### src/rtl/clk_div_ctrl_pkg.sv
`default_nettype none
// ============================================================================
// Module      : clk_div_ctrl_pkg
// Description : Shared types and helpers for the clock divider ratio
//               reconfiguration controller.
// Revision    : 1.0 - initial release
// ============================================================================
package clk_div_ctrl_pkg;

  // Controller sequencing states
  typedef enum logic [2:0] {
    ST_IDLE   = 3'd0,
    ST_DRAIN  = 3'd1,
    ST_APPLY  = 3'd2,
    ST_SETTLE = 3'd3,
    ST_RESP   = 3'd4
  } clk_div_ctrl_state_e;

  // Width needed by the shared timer to hold the larger of the two reload values
  function automatic int unsigned timer_width(input int unsigned drain_cycles,
                                              input int unsigned settle_cycles);
    int unsigned max_cycles;
    max_cycles = (drain_cycles > settle_cycles) ? drain_cycles : settle_cycles;
    return ($clog2(max_cycles + 1) > 0) ? $clog2(max_cycles + 1) : 1;
  endfunction

endpackage : clk_div_ctrl_pkg
`default_nettype wire

### src/rtl/clk_div_ctrl_timer.sv
`default_nettype none
// ============================================================================
// Module      : clk_div_ctrl_timer
// Description : Loadable saturating down-counter used for both the drain and
//               settle intervals of the ratio reconfiguration sequence.
// Revision    : 1.0 - initial release
// ============================================================================
module clk_div_ctrl_timer #(
  parameter int unsigned WIDTH = 3
) (
  input  logic             clk,
  input  logic             rst,
  input  logic             load_i,
  input  logic [WIDTH-1:0] value_i,
  output logic             zero_o
);

  logic [WIDTH-1:0] cnt_d;
  logic [WIDTH-1:0] cnt_q;

  // Load takes priority; otherwise count down and hold at zero
  always_comb begin
    cnt_d = cnt_q;
    if (load_i) begin
      cnt_d = value_i;
    end else if (cnt_q != '0) begin
      cnt_d = cnt_q - WIDTH'(1);
    end
  end

  // Counter register
  always_ff @(posedge clk) begin
    if (rst) begin
      cnt_q <= '0;
    end else begin
      cnt_q <= cnt_d;
    end
  end

  assign zero_o = (cnt_q == '0);

endmodule : clk_div_ctrl_timer
`default_nettype wire

### src/rtl/clk_div_reconfig_ctrl.sv
`default_nettype none
// ============================================================================
// Module      : clk_div_reconfig_ctrl
// Description : Sequences run-time division ratio changes: validates a
//               request, gates the divided clock, drains, applies the new
//               ratio, lets the divider settle, reopens the gate, responds.
// Revision    : 1.0 - initial release
// ============================================================================
module clk_div_reconfig_ctrl
  import clk_div_ctrl_pkg::*;
#(
  parameter  int unsigned MAX_DIV_BY    = 3,
  parameter  int unsigned RESET_DIV     = 1,
  parameter  int unsigned DRAIN_CYCLES  = 4,
  parameter  int unsigned SETTLE_CYCLES = 2 * MAX_DIV_BY,
  localparam int unsigned W             = (MAX_DIV_BY > 1) ? $clog2(MAX_DIV_BY) : 1
) (
  input  logic         clk_in,
  input  logic         rst,
  input  logic         req_valid_i,
  output logic         req_ready_o,
  input  logic [W-1:0] req_div_i,
  output logic         rsp_valid_o,
  input  logic         rsp_ready_i,
  output logic         rsp_err_o,
  output logic [W-1:0] div_conf_o,
  output logic         clk_gate_en_o,
  output logic         busy_o
);

  localparam int unsigned  TW          = timer_width(DRAIN_CYCLES, SETTLE_CYCLES);
  localparam logic [W-1:0] MAX_DIV_W   = W'(MAX_DIV_BY);
  localparam logic [W-1:0] RESET_DIV_W = W'(RESET_DIV);
  localparam logic [TW-1:0] DRAIN_LOAD  = TW'(DRAIN_CYCLES - 1);
  localparam logic [TW-1:0] SETTLE_LOAD = TW'(SETTLE_CYCLES - 1);

  if ((RESET_DIV < 1) || (RESET_DIV > MAX_DIV_BY)) begin : g_chk_reset_div
    $error("RESET_DIV must lie in 1..MAX_DIV_BY");
  end
  if (DRAIN_CYCLES < 1) begin : g_chk_drain
    $error("DRAIN_CYCLES must be at least 1");
  end
  if (SETTLE_CYCLES < 1) begin : g_chk_settle
    $error("SETTLE_CYCLES must be at least 1");
  end

  clk_div_ctrl_state_e state_d, state_q;
  logic [W-1:0]        div_conf_d, div_conf_q;
  logic [W-1:0]        req_div_d, req_div_q;
  logic                gate_en_d, gate_en_q;
  logic                rsp_valid_d, rsp_valid_q;
  logic                rsp_err_d, rsp_err_q;
  logic                req_ready_d, req_ready_q;
  logic                busy_d, busy_q;
  logic                tmr_load;
  logic [TW-1:0]       tmr_value;
  logic                tmr_zero;

  clk_div_ctrl_timer #(
    .WIDTH (TW)
  ) u_timer (
    .clk     (clk_in),
    .rst     (rst),
    .load_i  (tmr_load),
    .value_i (tmr_value),
    .zero_o  (tmr_zero)
  );

  // Next-state and next-output logic; all outputs are registered from these
  always_comb begin
    state_d     = state_q;
    div_conf_d  = div_conf_q;
    req_div_d   = req_div_q;
    gate_en_d   = gate_en_q;
    rsp_valid_d = rsp_valid_q;
    rsp_err_d   = rsp_err_q;
    tmr_load    = 1'b0;
    tmr_value   = '0;

    case (state_q)
      ST_IDLE: begin
        if (req_valid_i && req_ready_q) begin
          req_div_d = req_div_i;
          if ((req_div_i == '0) || (req_div_i > MAX_DIV_W)) begin
            state_d     = ST_RESP;
            rsp_valid_d = 1'b1;
            rsp_err_d   = 1'b1;
          end else if (req_div_i == div_conf_q) begin
            // Ratio already in effect: acknowledge without disturbing the clock
            state_d     = ST_RESP;
            rsp_valid_d = 1'b1;
            rsp_err_d   = 1'b0;
          end else begin
            state_d   = ST_DRAIN;
            gate_en_d = 1'b0;
            tmr_load  = 1'b1;
            tmr_value = DRAIN_LOAD;
          end
        end
      end
      ST_DRAIN: begin
        if (tmr_zero) begin
          state_d = ST_APPLY;
        end
      end
      ST_APPLY: begin
        div_conf_d = req_div_q;
        tmr_load   = 1'b1;
        tmr_value  = SETTLE_LOAD;
        state_d    = ST_SETTLE;
      end
      ST_SETTLE: begin
        if (tmr_zero) begin
          state_d     = ST_RESP;
          gate_en_d   = 1'b1;
          rsp_valid_d = 1'b1;
          rsp_err_d   = 1'b0;
        end
      end
      ST_RESP: begin
        if (rsp_ready_i) begin
          state_d     = ST_IDLE;
          rsp_valid_d = 1'b0;
          rsp_err_d   = 1'b0;
        end
      end
      default: begin
        state_d = ST_IDLE;
      end
    endcase

    // Ready only ever asserted from a registered IDLE, so a response
    // handshake cycle can never double as an accept cycle
    req_ready_d = (state_d == ST_IDLE);
    busy_d      = (state_d != ST_IDLE);
  end

  // Single state/output register bank with synchronous reset
  always_ff @(posedge clk_in) begin
    if (rst) begin
      state_q     <= ST_IDLE;
      div_conf_q  <= RESET_DIV_W;
      req_div_q   <= '0;
      gate_en_q   <= 1'b1;
      rsp_valid_q <= 1'b0;
      rsp_err_q   <= 1'b0;
      req_ready_q <= 1'b1;
      busy_q      <= 1'b0;
    end else begin
      state_q     <= state_d;
      div_conf_q  <= div_conf_d;
      req_div_q   <= req_div_d;
      gate_en_q   <= gate_en_d;
      rsp_valid_q <= rsp_valid_d;
      rsp_err_q   <= rsp_err_d;
      req_ready_q <= req_ready_d;
      busy_q      <= busy_d;
    end
  end

  assign req_ready_o   = req_ready_q;
  assign rsp_valid_o   = rsp_valid_q;
  assign rsp_err_o     = rsp_err_q;
  assign div_conf_o    = div_conf_q;
  assign clk_gate_en_o = gate_en_q;
  assign busy_o        = busy_q;

endmodule : clk_div_reconfig_ctrl
`default_nettype wire

### config.mk
export PLATFORM = sky130hd
export DESIGN_NAME = clk_div_reconfig_ctrl
export DESIGN_NICKNAME = d
export VERILOG_FILES = /design/src/rtl/clk_div_ctrl_pkg.sv /design/src/rtl/clk_div_ctrl_timer.sv /design/src/rtl/clk_div_reconfig_ctrl.sv
export SDC_FILE = /design/constraint.sdc
export NUM_CORES = 1
export LEC_CHECK = 0
export BUFFER_PORTS_ARGS = -buffer_cell sky130_fd_sc_hd__buf_2
export CAP_MARGIN = 5
export CORE_UTILIZATION = 50
export DETAILED_ROUTE_END_ITERATION = 8
export PLACE_DENSITY = 0.75
export SYNTH_ARGS = -nofsm -noshare
export SYNTH_HDL_FRONTEND = slang
export SYNTH_SLANG_ARGS = --single-unit
### constraint.sdc
create_clock -name clk_in -period 1.9 [get_ports clk_in]
set_clock_uncertainty 0.2 [all_clocks]
set_input_delay 0.095 -clock clk_in [delete_from_list [all_inputs] [get_ports clk_in]]
set_output_delay 0.095 -clock clk_in [all_outputs]
set_load 0.005 [all_outputs]
==> flow_summary.toml <==
[worst_hold_path]
hp-class = "input pin to register"
hold_depth = 5

[clock_network]
clkTransAtPathRegs_ps = 90
clk_latency_ps = 290
clockRootBuffer = "clkbuf_4"
cts_setup_buffers = 0
clock_sinks = 15
numCtsBuffers = 3
cts_buffer_depth = 2
htree_levels = 1
cts_tree = "done"

[sta]
worst_slew_pin_slew_ps = 319
setup_viol = 0
rsz0062_at_grt = "false"
slew_headroom = 0.786
max_freq_mhz = 567
tns_ps = 0
drv_slew = 0
period_share = 0.928
hold_violations = 0
fin_crit_ps = 1760

[logic_synthesis]
synth_cell_types = 28
avgSynthCellArea_um2 = 8.79
synth_flop_cell = "dfxtp_1"
yosysSeqAreaShare = 0.422
yosysTopAreaCell = "dfxtp_1"
synthTopCellsByArea = "dfxtp_1 42%, nor2_1 6.9%, mux2i_1 5.6%, a21oi_1 4.2%, inv_1 3.7%"
synthesis.area_um2 = 712
ys_warn_count = 0
syn_inst = 81
ys_ff_latch = 15
synth_most_common_cell = "dfxtp_1"
synth_edf_count = 0
netlist.area_leader.share = 0.422
synth_common_cells = "15 x dfxtp_1, 13 x nor2_1, 7 x inv_1, 6 x a21oi_1"
synthArstFlopShare = 0
syn_nets = 89

[critical_path]
cp-endpoint = "state_q[2]"
cp-end-kind = "register"
crit_fanout = 5
crit_type = "register to register"
reg2reg_to = "state_q[2]"
r2r_start = "u_timer.cnt_q[0]"
startpoint = "u_timer.cnt_q[0]"
cp.arrival_ps = 1760
worstSetupStartpointType = "register"
reg2regPathDepth = 7
r2r_setup_slack_ps = 140
cp.required_ps = 1900

[placement]
gp_congestion = 0.691
detailed_place_hpwl_mm = 1.03
port-buffer-count = 12
dp_cells = 109

[final_layout]
drive_gt1_frac = 0.255
fin_cells = 117
final_util = 0.664
fin_nets = 111
syn_to_final_growth_pct = 22.8
diodes = 0

[die]
start_util = 0.540
die_w_um = 39.7
die_y_um = 39.7
coreArea_um2 = 1320
dieArea_um2 = 1580
num_rows = 13
io_pins = 13

[drt]
first_pass_iters = 4
drt.antenna.violating_nets = 0
totalWireLength_mm = 1.39
vias_per_cell = 5.18
drc = 0
drt-initial-drc-count = 8
routedWlPerCell_um = 11.9
vias = 606

[grt]
grt_first_pass_wirelength_mm = 2.10
grt_pass1_vias = 516
grt_overflow = 0
grt_max_degree = 16
antenna_found_initial = 0
track_usage = 0.208

[power_and_ir_drop]
p_leak_nw = 0.380
power_mw = 1.04
peakVddDrop_uv = 564
power_density_nw_per_um2 = 1190

[job]
cap_violations = 0

[status]
run_status = "complete, no violations"
## power by group
group          internal [mW]  total, mW  switching [mW]
Sequential             0.383      0.423          0.0402
Combinational          0.214      0.434           0.220
Clock                 0.0783      0.180           0.101
## layout by cell type (no fill, tap or decap), types with 2 or more instances in the layout
cell | netlist | layout
buf_2 | 1 | 12
a211oi_1 | 2 | 2
nor3_1 | 3 | 3
nor2_1 | 13 | 12
nand2_1 | 2 | 2
a211o_1 | 2 | 2
a21oi_1 | 6 | 6
mux2i_1 | 4 | 4
dfxtp_1 | 15 | 15
dlygate4sd3_1 | 0 | 4
inv_1 | 7 | 7
o21ai_0 | 4 | 4
nand2b_1 | 4 | 4
nor2b_1 | 2 | 2
ha_1 | 2 | 2
buf_4 | 0 | 3
clkbuf_4 | 0 | 3
## metal layers
layer	vias up	wire length, µm	GRT usage
met2	12	654	0.357
met5	-	0	0
met1	269	662	0.234
met3	5	37	0.0341
li1	320	-	-
met4	0	36	0.129
## area by class of cell
class	count	area, µm²
clock buffers	3	22.5
fillers	117	443
multi-input cells	57	379
well taps	15	18.8
repair buffers	19	123
inverters	7	26.3
clock inverters	1	5.00
flip-flops and latches	15	300
## logic make-up after synthesis
family                   share of synthesized area
AO/OA/AOI/OAI                                0.192
XOR/XNOR                                    0.0246
adder cells (fa/ha/maj)                     0.0351
buffers and inverters                       0.0492
flip-flops                                   0.422
multiplexers                                0.0721
AND/OR/NAND/NOR                              0.206
## per-stage QoR
step	setup WS, ps	hold WS, ps	instance area [µm²]
global placement	227	179	805
detailed placement	120	183	805
CTS	90.6	169	872
global route	19.8	189	875
floorplan	275	-21.1	712
finish	137	165	875
## state kept, by name, indices dropped and copies added (netlist names)
| name | count |
|---|---|
| rsp_err_o | 1 |
| req_div_q | 2 |
| u_timer.cnt_q | 3 |
| busy_o | 1 |
| clk_gate_en_o | 1 |
| req_ready_o | 1 |
| state_q | 3 |
| rsp_valid_o | 1 |
| div_conf_o | 2 |
## worst min-delay path by stage
stage	startpoint	endpoint
floorplan	rst	busy_o
global placement	req_div_i[1]	req_div_q[1]
detailed placement	req_div_i[1]	req_div_q[1]
CTS	req_valid_i	rsp_valid_o
global route	req_valid_i	busy_o
finish	req_valid_i	rsp_valid_o
## what timing repair did
item | 4_1_cts | 5_1_grt
endpoints found under the setup margin | 0 | 1
resized for setup | 0 | 1
hold buffers | 4 | 0
endpoints found under the hold margin | 11 | 0
## critical path, cell delays in order, from the launching register on
cell	delay, ps
dfxtp_1	300
inv_1	100
ha_1	190
nand2b_1	130
or2_2	340
nor2_2	140
a221oi_1	60
a211oi_1	220
Power figures use the tool's default switching activity.
